--- src/rtl/booth_seq_multiplier.sv ---
// Sequential radix-2 Booth multiplier (NxN -> 2N, signed/unsigned), one Booth step per cycle.
// Latency N+1 cycles from accepted start to done; start is ignored while busy, result holds until the next product.
module booth_seq_multiplier #(
  parameter int N = 8
) (
  input  logic           clk,
  input  logic           reset,
  input  logic           start,
  input  logic           signed_mode,
  input  logic [N-1:0]   a_in,
  input  logic [N-1:0]   b_in,
  output logic [2*N-1:0] result,
  output logic           busy,
  output logic           done
);

  localparam int W  = N + 1;
  localparam int CW = $clog2(W + 1);

  typedef enum logic [1:0] {
    S_IDLE = 2'd0,
    S_RUN  = 2'd1,
    S_DONE = 2'd2
  } state_t;

  state_t           state_q, state_d;
  logic [W-1:0]     m_q, m_d;
  logic [W-1:0]     q_q, q_d;
  logic [W:0]       acc_q, acc_d;
  logic             qm1_q, qm1_d;
  logic [CW-1:0]    cnt_q, cnt_d;
  logic [2*N-1:0]   res_q, res_d;

  logic [W:0]       m_sx;
  logic [W:0]       acc_sum;
  logic [W:0]       acc_sh;
  logic [W-1:0]     q_sh;

  // One Booth step: conditional add/subtract, then arithmetic shift of {A, Q, q_m1}.
  always_comb begin
    m_sx = {m_q[W-1], m_q};
    case ({q_q[0], qm1_q})
      2'b01:   acc_sum = acc_q + m_sx;
      2'b10:   acc_sum = acc_q - m_sx;
      default: acc_sum = acc_q;
    endcase
    acc_sh = {acc_sum[W], acc_sum[W:1]};
    q_sh   = {acc_sum[0], q_q[W-1:1]};
  end

  always_comb begin
    state_d = state_q;
    m_d     = m_q;
    q_d     = q_q;
    acc_d   = acc_q;
    qm1_d   = qm1_q;
    cnt_d   = cnt_q;
    res_d   = res_q;
    case (state_q)
      S_IDLE, S_DONE: begin
        if (start) begin
          state_d = S_RUN;
          m_d     = {signed_mode & a_in[N-1], a_in};
          q_d     = {signed_mode & b_in[N-1], b_in};
          acc_d   = '0;
          qm1_d   = 1'b0;
          cnt_d   = CW'(W);
        end else begin
          state_d = S_IDLE;
        end
      end
      S_RUN: begin
        acc_d = acc_sh;
        q_d   = q_sh;
        qm1_d = q_q[0];
        cnt_d = cnt_q - CW'(1);
        // Final step: low 2N bits of {A, Q} are the exact product in either mode.
        if (cnt_q == CW'(1)) begin
          state_d = S_DONE;
          res_d   = {acc_sh[N-2:0], q_sh};
        end
      end
      default: state_d = S_IDLE;
    endcase
  end

  always_ff @(posedge clk or posedge reset) begin
    if (reset) begin
      state_q <= S_IDLE;
      m_q     <= '0;
      q_q     <= '0;
      acc_q   <= '0;
      qm1_q   <= 1'b0;
      cnt_q   <= '0;
      res_q   <= '0;
    end else begin
      state_q <= state_d;
      m_q     <= m_d;
      q_q     <= q_d;
      acc_q   <= acc_d;
      qm1_q   <= qm1_d;
      cnt_q   <= cnt_d;
      res_q   <= res_d;
    end
  end

  assign result = res_q;
  assign busy   = (state_q == S_RUN);
  assign done   = (state_q == S_DONE);

endmodule
--- config.mk ---
export PLATFORM = sky130hd
export DESIGN_NAME = booth_seq_multiplier
export DESIGN_NICKNAME = d
export VERILOG_FILES = /design/src/rtl/booth_seq_multiplier.sv
export SDC_FILE = /design/constraint.sdc
export NUM_CORES = 1
export LEC_CHECK = 0
export BUFFER_PORTS_ARGS = -buffer_cell sky130_fd_sc_hd__buf_2
export CAP_MARGIN = 20
export CORE_ASPECT_RATIO = 0.8
export CORE_MARGIN = 3
export CORE_UTILIZATION = 40
export CTS_CLUSTER_SIZE = 14
export DETAILED_ROUTE_END_ITERATION = 7
export GPL_TIMING_DRIVEN = 0
export HOLD_SLACK_MARGIN = 0.15
export MAX_ROUTING_LAYER = met4
export PLACE_DENSITY_LB_ADDON = 0.25
export RECOVER_POWER = 50
export SLEW_MARGIN = 30
export SYNTH_ARGS = -nofsm -noshare
export SYNTH_HDL_FRONTEND = slang
export SYNTH_SLANG_ARGS = --single-unit
--- constraint.sdc ---
create_clock -name clk -period 2.8 [get_ports clk]
set_clock_uncertainty 0.1 [all_clocks]
set_input_delay 0.56 -clock clk [delete_from_list [all_inputs] [get_ports clk]]
set_output_delay 0.56 -clock clk [all_outputs]
set_load 0.05 [all_outputs]
==> Flow_metrics.wiki <==
{| class="wikitable"
! Metric !! Value
|-
| Run status || completed
|-
| Total placed instance area || just under 3000 um2
|-
| CTS Sinks || 50
|-
| Clock root cell || clkbuf_8
|-
| Worst R2R Path Depth || 12
|-
| Number of standard-cell rows in the floorplan || 25
|-
| Slowest stage cell, crit path || dfrtp_1
|-
| Netlist Area Pre-Place || ~2600 um2
|-
| Synthesis-stage register bit count || 50
|-
| Worst setup path end || acc_q[7]
|-
| Share of Yosys cell area claimed by the top area cell type || about 47%
|-
| Crit Reg-Reg Startpoint || qm1_q
|-
| CTS tree || done
|-
| Core region area || 6130 um2
|-
| Post-route worst setup slack || ~56 ps
|-
| Die height || 78.6 um
|-
| Post-synthesis share of cell area spent on and, or, nand and nor gates || 20.7%
|-
| Global placer's final weighted congestion || between 0.8 and 0.9
|-
| Period utilisation layout || a little over nine tenths
|-
| Total of warnings raised by yosys || 0
|-
| Final nets || roughly 380
|-
| Mean area per synthesized cell || about 9.1 um2
|-
| Total clock buffers created by CTS || 5
|-
| Routed len/inst || approximately 14 um
|-
| Post-synthesis adder-cell area fraction || under 10%
|-
| Via total after detailed routing || between 2000 and 2500
|-
| Global-route wire length before repair || 10100 um
|-
| Count of antenna-violating nets left after detailed routing || 0
|-
| Final Hold Slack || approximately 330 ps
|-
| Share of the yosys chip area belonging to registers || 47.4%
|-
| Critical path depth in cells || 12
|-
| Final Slew Violations || 0
|-
| Unrepaired setup endpoints after global routing || yes
|-
| Data arrival time of the worst path || 2840 ps
|-
| Number of buffer and inverter stages on the critical path || 2
|-
| Biggest area consumer among synthesized cells || dfrtp_1
|-
| I/O pin cnt || 38
|-
| Leftover overflow at the end of global routing || 0
|-
| Routed Wire Length || between 6000 and 7000 um
|-
| Placed wire-length estimate || ~4500 um
|-
| Clock H-tree levels || 2
|-
| Pre-CTS setup slack || -295 ps
|-
| Worst rel slew slack || 29.4%
|-
| Pre-Repair DR Iteration Count || 4
|-
| Crit Path Category || register to register
|-
| Area of the die || 7610 um2
|-
| Most common flop cell mapped by yosys || dfrtp_1
|-
| Number of unique standard cell types used by synthesis || 39
|-
| Worst setup SP type || register
|-
| Maximum buffer depth of the clock tree || 2
|-
| Final design area excluding fillers || between 3000 and 4000 um2
|-
| Worst Max-Slew Pin Slew || 1050 ps
|-
| Critical path origin || qm1_q
|-
| Dominant combinational cell family by area after synthesis || simple AND/OR/NAND/NOR gates
|-
| Hold Crit Class || input pin to register
|-
| Hold violation total from the final report || 0
|-
| Critical path endpoint category || register
|-
| Fraction of layout instances using a drive strength above 1 || 22.6%
|-
| Cell family contributing the most delay on the critical path || compound AO/OA/AOI/OAI gates
|-
| Worst EP required || 2890 ps
|-
| Setup violators final || 0
|-
| Top area cells in the synthesized netlist || dfrtp_1, nand2_1, ha_1
|-
| Post-Synthesis Cells || between 200 and 300
|-
| Fin crit period || between 2000 and 3000 ps
|-
| First-iteration detailed-routing DRC count || between 100 and 150
|-
| Multiplexer share of the synthesized area || 2.80%
|-
| Clock-pin slew on the worst setup and hold paths || ~90 ps
|-
| Antenna violations before repair || 0
|-
| Final routed DRC violation total || 0
|-
| Initial core utilization || a little over two fifths
|-
| Total Negative Setup Slacks || 0 ps
|-
| Max-cap violations || 0
|-
| Die Wd || between 90 and 100 um
|-
| Pin count of the biggest net entering global routing || 28
|-
| DR vias/cell || between 5 and 6
|-
| Number of antenna diodes || 0
|-
| Nets in the synthesized netlist || 324
|-
| Worst setup slack for register-to-register paths || 60 ps
|-
| Endpoint of the worst-slack reg-to-reg timing path || acc_q[7]
|-
| List of cells traversed by the critical path || inv_2, ha_4, buf_6, nor2_4, xnor2_2, ha_1, nor2b_4, o31a_1, o21a_1, o41ai_2, xor2_1, o21ai_1
|-
| Fraction of registers with async set/reset || between 90% and 100%
|-
| GRT Total Usage || around 17%
|-
| Fraction of synthesized cell area in xor and xnor cells || 3.98%
|-
| Skew-Pair Late Insertion Delay || slightly above 300 ps
|-
| EDFF count, synth || 0
|-
| Delay of the slowest cell on the worst path || approximately 410 ps
|-
| Count of input and output buffers || 37
|-
| Critical Path Fanout Max || 4
|-
| Number of global-route vias before repair || slightly above 2000
|-
| Highest achievable clock rate || around 360 MHz
|-
| P&R area growth vs syn || 20.5%
|-
| Compound-cell area share of the yosys netlist || between 10 and 15%
|}
[metal layers]
layer / share of wire, % / global-route usage (%) / up-vias
met5: 0 / - / -
met4: 1.1 / 4.35 / 0
met3: 3.7 / 4.09 / 7
met2: 44 / 24.7 / 39
met1: 51 / 24.1 / 1017
li1: - / - / 1092
[state kept, by name (all words and copies together), names as in the netlist]
name     cells
m_q          9
q_q          9
acc_q        9
cnt_q        4
state_q      2
result      16
qm1_q        1
[worst register-to-register path: cells and delay by family (launching register included)]
family                   cells  cell delay, ps
buffers and inverters        2             200
adder cells (fa/ha/maj)      2             520
flip-flops                   1             410
XOR/XNOR                     2             290
AND/OR/NAND/NOR              2             190
AO/OA/AOI/OAI                4             920
[worst min path at each step]
stage	startpoint	end	slack, ps	cells past startpoint
global placement	result[5]	result[5]	350	2
floorplan	cnt_q[3]	cnt_q[3]	360	1
finish	a_in[2]	m_q[2]	330	3
global route	a_in[5]	m_q[5]	340	3
CTS	a_in[2]	m_q[2]	330	3
detailed placement	result[4]	result[4]	360	2
[cell usage after synthesis, types with 7 or more instances]
master    count
xnor2_1       9
o21ai_0       9
nor3_1        7
ha_1         13
dfrtp_1      50
inv_1        10
a21oi_1       8
clkbuf_1     10
o21ai_1      14
nand2_1      79
nand3_1       8
nor2_1       15
a22oi_1       8
[cell usage in the layout, fill, tap and decap left out, drive strengths merged]
cell type,synthesis,final
ha,13,13
nand3,8,8
o21a,3,3
nor3b,1,1
o41ai,1,1
a311oi,1,1
xor2,3,3
inv,13,12
nor3,7,7
xnor2,9,9
mux2,3,3
nand2b,3,3
clkbuf,10,21
o211ai,1,1
or3,1,1
a22o,2,2
dfrtp,50,50
a22oi,8,8
mux2i,4,4
nor4b,1,1
o21ai,23,23
a211oi,3,3
nor2b,5,5
fa,1,1
dlygate4sd3,0,1
and2,3,3
buf,1,43
o31a,1,1
a31oi,4,4
o31ai,1,1
a32oi,2,2
nand2,79,79
clkinvlp,0,1
clkinv,0,1
nor4,2,2
nor2,15,15
a21oi,8,8
[kinds of logic after synthesis]
| group | after synthesis |
|---|---|
| buffers and inverters | 24 |
| AOI/OAI and AO/OA | 58 |
| adders and majority gates | 14 |
| and+or+nand+nor | 125 |
| DFF | 50 |
| muxes | 7 |
| xor gates and xnor gates | 12 |
[repair_timing]
item,CTS,global route
hold buffers,1,0
buffers inserted,1,8
gates resized for setup,3,17
endpoints found under the hold margin,23,0
endpoints found under the setup margin,8,4
pin swaps,0,20
[area by class of cell]
| cell class | count | area, um2 |
|---|---|---|
| fillers | 597 | 2950 |
| multi-input cells | 216 | 1380 |
| flip-flops and latches | 50 | 1250 |
| repair buffers | 48 | 267 |
| well taps | 81 | 101 |
| clock buffers | 7 | 86.3 |
| inverters | 13 | 50.0 |
| plain buffers | 10 | 38.8 |
| clock inverters | 1 | 5.00 |
[through the flow]
step	util (%)	std cells
3_3_place_gp	47.7	408
3_5_place_dp	48.1	409
6_report	51.9	426
4_1_cts	50.1	418
5_1_grt	51.9	426
2_1_floorplan	-	290
Power is left out: the tool's default activity adds up to more than one toggle a clock period on the data nets, which glitch-free logic cannot reach.
